`config.mk`:
```
export PLATFORM = sky130hd
export DESIGN_NAME = imem_loader
export DESIGN_NICKNAME = d
export VERILOG_FILES = /design/src/rtl/imem_loader.sv
export SDC_FILE = /design/constraint.sdc
export NUM_CORES = 1
export LEC_CHECK = 0
export CORE_AREA = 5 5 150 152
export CTS_CLUSTER_SIZE = 24
export DETAILED_ROUTE_END_ITERATION = 7
export DIE_AREA = 0 0 155 157
export SLEW_MARGIN = 0
export SYNTH_ARGS = -nofsm -noshare
export SYNTH_HDL_FRONTEND = slang
export SYNTH_SLANG_ARGS = --single-unit
export TNS_END_PERCENT = 50
```
`constraint.sdc`:
```
create_clock -name clock -period 3.4 [get_ports clock]
set_input_delay 0.68 -clock clock [delete_from_list [all_inputs] [get_ports clock]]
set_output_delay 0.68 -clock clock [all_outputs]
set_load 0.01 [all_outputs]
```
`src/rtl/imem_loader.sv`:
```
// Boot loader: streams a program image into instruction memory,
// holding the core in reset until the image is complete.
module imem_loader #(
  parameter int unsigned DEPTH     = 1024,
  parameter logic [31:0] BASE_ADDR = 32'h0,
  parameter int unsigned STRIDE    = 4,
  localparam int unsigned CW       = $clog2(DEPTH + 1)
) (
  input  logic          clock,
  input  logic          reset,
  input  logic          start,
  input  logic          in_valid,
  input  logic [31:0]   in_data,
  input  logic          in_last,
  output logic          in_ready,
  output logic [31:0]   mem_address,
  output logic          mem_write_enable,
  output logic [31:0]   mem_write_data,
  output logic          mem_read_enable,
  output logic          cpu_reset_n,
  output logic          done,
  output logic          error,
  output logic [CW-1:0] word_count,
  output logic [31:0]   checksum
);

  typedef enum logic [2:0] {
    IDLE,
    LOAD,
    FLUSH,
    DONE,
    ERROR
  } state_t;

  localparam logic [CW-1:0] MAXW = CW'(DEPTH);
  localparam logic [31:0]   STEP = 32'(STRIDE);

  state_t      state_q;
  state_t      state_d;
  logic [31:0] wr_ptr;
  logic        accept;
  logic        room;
  logic        wr;
  logic        clr;

  assign in_ready = (state_q == LOAD);
  assign accept   = in_valid && in_ready;
  assign room     = (word_count < MAXW);
  assign wr       = accept && room;

  // A new load may only begin from a quiescent state.
  assign clr = start && (state_q == IDLE ||
                         state_q == DONE ||
                         state_q == ERROR);

  always_ff @(posedge clock) begin
    if (reset) begin
      state_q <= IDLE;
    end else begin
      state_q <= state_d;
    end
  end

  always_comb begin
    state_d = state_q;
    unique case (state_q)
      IDLE: begin
        if (start) state_d = LOAD;
      end
      LOAD: begin
        if (accept) begin
          if (!room)       state_d = ERROR;
          else if (in_last) state_d = FLUSH;
        end
      end
      FLUSH: begin
        state_d = DONE;
      end
      DONE, ERROR: begin
        if (start) state_d = LOAD;
      end
      default: begin
        state_d = IDLE;
      end
    endcase
  end

  // wr_ptr tracks the next write address so no multiplier is needed.
  always_ff @(posedge clock) begin
    if (reset) begin
      mem_write_enable <= 1'b0;
      mem_address      <= 32'h0;
      mem_write_data   <= 32'h0;
      word_count       <= '0;
      checksum         <= 32'h0;
      wr_ptr           <= BASE_ADDR;
    end else begin
      mem_write_enable <= wr;
      if (clr) begin
        word_count <= '0;
        checksum   <= 32'h0;
        wr_ptr     <= BASE_ADDR;
      end else if (wr) begin
        mem_address    <= wr_ptr;
        mem_write_data <= in_data;
        wr_ptr         <= wr_ptr + STEP;
        word_count     <= word_count + 1'b1;
        checksum       <= checksum + in_data;
      end
    end
  end

  assign done            = (state_q == DONE);
  assign error           = (state_q == ERROR);
  assign cpu_reset_n     = done;
  assign mem_read_enable = 1'b0;

endmodule

```
==> summary.md <==
| Metric | Value |
|---|---|
| CP arrival | `3.31 ns` |
| Pre-Repair DR Iteration Count | `5` |
| Worst Max-Slew Pin Slew | `0.739 ns` |
| Total power draw | `4.64 mW` |
| Largest family of logic cells by synthesized area | `simple AND/OR/NAND/NOR gates` |
| Detailed placement HPWL | `14.6 mm` |
| Crit path launch type | `primary input` |
| Nets | `1126` |
| RePlAce Congestion | `0.888` |
| Reported max-cap violation count | `0` |
| Die extent in x | `155 µm` |
| Clock transition at path regs | `0.07 ns` |
| Netlist Area Pre-Place | `7180 µm²` |
| Vias/cell | `5.06` |
| Final setup violation count | `0` |
| Area delta synth->final | `32.9%` |
| Clock sinks | `139` |
| Post-synth EDFFs | `0` |
| Sequential share of power | `0.381` |
| Syn Area/Cell | `7.82 µm²` |
| Synth Area in Simple Gates | `0.241` |
| Fill count | `2084` |
| XOR/XNOR share of the synthesized area | `0.0525` |
| DR WL/cell | `15.2 µm` |
| Synth Area in Compound Gates | `0.210` |
| FF+latch count, synth | `139` |
| CTS tree | `yes` |
| Hold Crit Start | `reset` |
| RSZ-0062 raised after global routing | `no` |
| Clock power share | `0.407` |
| DR iter-0 viols | `388` |
| Total Routed Length | `20.5 mm` |
| Switching fraction of total power | `0.311` |
| Ports | `150` |
| Final period util | `0.871` |
| Reg2reg end | `checksum[30]` |
| P_leak | `3.45 nW` |
| Setup Slack @ Placement | `-0.00393 ns` |
| FFs w/ async S/R, synth | `0` |
| Initial antenna violation count | `0` |
| Number of port buffers | `146` |
| H-tree Lvls | `4` |
| Non-filler cells, final | `1343` |
| Residual DRC | `0` |
| Fin crit period | `2.96 ns` |
| Largest fanout on the critical path | `3` |
| Max Clk Rate | `338 MHz` |
| Comb pwr share | `0.212` |
| Ratio of cells with drive above 1 in the final layout | `0.0740` |
| Multiplexer area fraction after synthesis | `0.00506` |
| Starting Density | `0.344` |
| Synth cell types | `71` |
| Max VDD drop | `329 µV` |
| Routed vias | `6798` |
| Worst hold path endpoint | `mem_write_data[31]` |
| Flop-to-flop setup slack | `0.85 ns` |
| Skew final | `0.0140 ns` |
| Post_cts resized | `0` |
| Hold WS | `0.449 ns` |
| Min-Delay Path Depth | `2` |
| Antenna Violating Nets Remaining | `0` |
| Num rows | `53` |
| Clk buf depth | `2` |
| Post-synthesis adder-cell area fraction | `0.0603` |
| Ant. Diodes | `0` |
| Final core occ | `0.457` |
| First-pass GRT wire length | `33.6 mm` |
| Worst Setup End Kind | `flip-flop` |
| Total CTS buffers | `17` |
| Switching pwr | `1.44 mW` |
| Final Hold Fails | `0` |
| Total core area | `20900 µm²` |
| Int Pwr | `3.20 mW` |
| Required @ worst endpoint | `3.75 ns` |
| Placed insts | `1311` |
| P per Cell Area | `486 nW/µm²` |
| Worst Hold Class | `primary input to flip-flop` |
| Slew Viols, Final | `0` |
| R2R depth | `10` |
| Outcome | `completed` |
| Worst r2r src | `checksum[0]` |
| Slew margin rel. | `0.508` |
| Root Driver | `clkbuf_16` |
| Largest net degree at the start of global routing | `65` |
| Ys flop type | `dfxtp_1` |
| Tot GR Track Use | `0.169` |
| Hold-fix buffers, CTS | `0` |
| Worst-skew pair later-pin latency | `0.43 ns` |
| Setup Fix Bufs, Post-CTS | `0` |
| Vias in the first global route | `6408` |
| Final setup margin | `0.437 ns` |
| Seq/Total Area, Yosys | `0.388` |
| Die Ht | `157 µm` |
| Ys Warns | `0` |
| Die footprint | `24300 µm²` |
| Post-Synthesis Cells | `918` |
| GR Overflow Total | `0` |
| CP Class | `primary input to flip-flop` |
## kinds of logic after synthesis
kind of cell               Yosys count
and+or+nand+nor                    384
AOI/OAI and AO/OA                  246
DFF                                139
buffers and inverters               68
xor gates and xnor gates            43
adders and majority gates           34
muxes                                3
other                                1
## area by class of cell
type	instances	area (µm²)	area share
clock buffer	20	467	0.0489
timing repair buffer	170	1650	0.173
tap	275	344	0.0361
multi-input combinational	713	4120	0.432
sequential	139	2780	0.292
clock inverter	12	128	0.0134
inverter	14	52.6	0.00551
## registers in the layout, summed over array words and instances, names as in the netlist
signal and cells:
word_count 11, wr_ptr 30, state_q 3, mem_address 30, mem_write_enable 1, mem_write_data 32, checksum 32
## synth_stat cells (7+ instances only)
master / count / area (µm²)
nand3_1: 28 / 140
or3_1: 16 / 100
inv_1: 13 / 48.8
and3_1: 8 / 50.1
dfxtp_1: 139 / 2780
o21ai_1: 13 / 65.1
a21o_1: 18 / 135
clkbuf_1: 34 / 128
xnor2_1: 22 / 193
nor2_1: 57 / 214
buf_4: 7 / 52.6
ha_1: 33 / 413
xor2_1: 21 / 184
nand2_1: 211 / 792
nand4_1: 16 / 100
and2_1: 7 / 43.8
nor3_1: 13 / 65.1
buf_2: 12 / 60.1
o21ai_0: 24 / 120
a31oi_1: 7 / 43.8
a21oi_1: 129 / 646
## cells in the final DEF (no fill, tap or decap), types with 5 or more instances in the layout
cell type,n
nand2_1,211
clkdlybuf4s50_1,145
dfxtp_1,139
a21oi_1,129
nor2_1,57
ha_1,33
nand3_1,27
o21ai_0,24
buf_4,23
xnor2_1,22
xor2_1,21
a21o_1,18
clkbuf_16,17
nand4_1,16
or3_1,16
o21ai_1,13
nor3_1,13
inv_1,13
a31oi_1,7
and3_1,7
and2_1,7
a211o_1,6
o211ai_1,6
a211oi_1,6
o21a_1,5
o21bai_1,5
and4_1,5
## worst max path at each step
stage	from	endpoint	slack [ns]	cells past startpoint
after floorplan	in_data[0]	checksum[30]	0.56	9
after CTS	in_data[0]	checksum[30]	0.43	11
after global routing	in_data[0]	checksum[30]	0.24	11
after detailed placement	in_data[0]	checksum[30]	-0.004	11
final	in_data[0]	checksum[30]	0.44	11
after global placement	in_data[0]	checksum[30]	0.03	11
## layer usage
| layer | wire length [µm] | global-route usage |
|---|---|---|
| met1 | 10100 | 0.239 |
| met2 | 8920 | 0.259 |
| met3 | 1210 | 0.0382 |
| met4 | 208 | 0.0479 |
| met5 | 0 | 0 |
## critical path, stage by stage
cell	delay [ns]
clkdlybuf4s50_1	0.45
ha_1	0.27
fa_1	0.41
a21o_1	0.22
a221oi_2	0.21
buf_4	0.16
a2bb2oi_2	0.18
o21bai_1	0.12
a31oi_1	0.20
mux2_2	0.35
o211ai_1	0.07
## metrics by stage
stage	TNS (ns)	area, µm²
2_1_floorplan	0	7180
3_3_place_gp	0	8950
3_5_place_dp	-0.00393	8950
4_1_cts	0	9540
5_1_grt	0	9540
6_report	0	9540
## power by group through the flow
stage	Combinational, mW	Clock, mW	Sequential (mW)
after global routing	1.09	2.01	1.78
after CTS	0.993	1.93	1.77
after global placement	0.988	0	1.80
after floorplan	0.580	0	1.82
after detailed placement	0.988	0	1.80
final	0.984	1.89	1.77
No activity file was read; power rests on OpenSTA's default activity.
==> edit, RTL diff (same flow settings) <==
Change the parameter `DEPTH` from 1024 to 2048.
--- a/src/rtl/imem_loader.sv
+++ b/src/rtl/imem_loader.sv
@@ -2,5 +2,5 @@
 // holding the core in reset until the image is complete.
 module imem_loader #(
-  parameter int unsigned DEPTH     = 1024,
+  parameter int unsigned DEPTH     = 2048,
   parameter logic [31:0] BASE_ADDR = 32'h0,
   parameter int unsigned STRIDE    = 4,
Ports: changed (resized word_count); port bits go from 150 to 151. The function was not compared with the original's and may differ.
==> edit against the original RTL <==
Highest routed layer unchanged. Wire length fell by 2.1%. Combinational power shrank 1%. Hold slack improved by 0.0060 ns. Area after synthesis is 1.8% lower. Power up 1.4%. Via count shrank 2.6%. Setup slack worse by 0.19 ns. Sequential cell count increased by 1. Cell area is 0.18% lower. Count of clock-buffer cells in the layout shrank 3.
==> edit: results (changes against the original RTL) <==
qor: global_routing.grt_first_pass_wirelength 32.55 mm [-3.2%]
qor: placement.count_of_input_and_output_buffers 147 [+0.68%]
qor: layout.inverters 13 [-1]
qor: global_routing.grt.total_usage 0.1641 [-0.004915]
qor: logic_synthesis.synth.area.top_cells sky130_fd_sc_hd__dfxtp_1 40%, sky130_fd_sc_hd__nand2_1 11%, sky130_fd_sc_hd__a21oi_1 8.8%
qor: power.p_leak 3.463 nW [+0.51%]
qor: logic_synthesis.muxShareOfSynthArea 0.005682 [+0.0006260]
qor: logic_synthesis.yosys-top-cells-count 205 x sky130_fd_sc_hd__nand2_1, 140 x sky130_fd_sc_hd__dfxtp_1, 124 x sky130_fd_sc_hd__a21oi_1, 61 x sky130_fd_sc_hd__nor2_1, 37 x sky130_fd_sc_hd__o21ai_0
qor: status.outcome completed
qor: placement.placed_area 8901 sq um [-0.50%]
qor: timing.skew 0.01542 ns [+0.001421 ns]
qor: layout.bufAreaShareNonClock 0.1792 [+0.006362]
qor: worst_setup_path.regToRegSetupSlack 0.65 ns [-0.20 ns]
qor: detailed_routing.drt_iter0_drc 320 [-18%]
qor: hold_path.hold_start mem_address[30]
qor: detailed_routing.detail_route.wl_per_cell 15.06 microns [-1.2%]
qor: power.pwr-share-seq 0.378 [-0.003]
qor: global_routing.grt_pass1_vias 6220 [-2.9%]
qor: placement.placed_cells 1299 [-0.92%]
qor: placement.placement.setup.worst_slack -0.1295 ns [-0.1255 ns]
qor: layout.nNonClkBuffers 179 [+5.3%]
qor: worst_setup_path.arrival 3.47 ns [+0.16 ns]
qor: power.peak_ir_drop_on_the_vdd_network 331.4 uV [+0.66%]
qor: layout.layout.comb_gates.multi_input 692 [-2.9%]
qor: logic_synthesis.synth_xor_area_frac 0.06214 [+0.009669]
qor: logic_synthesis.synth_compound_gate_area_share 0.1976 [-0.01280]
qor: power.switching_power 1.455 mW [+1.0%]
qor: layout.final-instance-count-excl-fill 1331 [-0.89%]
==> edit: worst register-to-register path, stage by stage (launching register included) <==
cell and delay, ns:
sky130_fd_sc_hd__dfxtp_1 0.32, sky130_fd_sc_hd__ha_1 0.21, sky130_fd_sc_hd__fa_1 0.41, sky130_fd_sc_hd__a21o_1 0.24, sky130_fd_sc_hd__a221oi_1 0.25, sky130_fd_sc_hd__buf_4 0.17
sky130_fd_sc_hd__o2bb2ai_1 0.09, sky130_fd_sc_hd__o21ai_2 0.22, sky130_fd_sc_hd__a2111oi_0 0.15, sky130_fd_sc_hd__or3_1 0.32, sky130_fd_sc_hd__a32o_1 0.24
==> edit: layer usage <==
layer / share of wire / wire length [microns] / up-vias / global-route usage
li1: - / - / 3402 / -
met1: 0.49 / 9850 / 3078 / 0.2239
met2: 0.45 / 8940 / 129 / 0.2615
met3: 0.052 / 1038 / 15 / 0.03684
met4: 0.010 / 210 / 0 / 0.04668
met5: 0 / 0 / - / 0
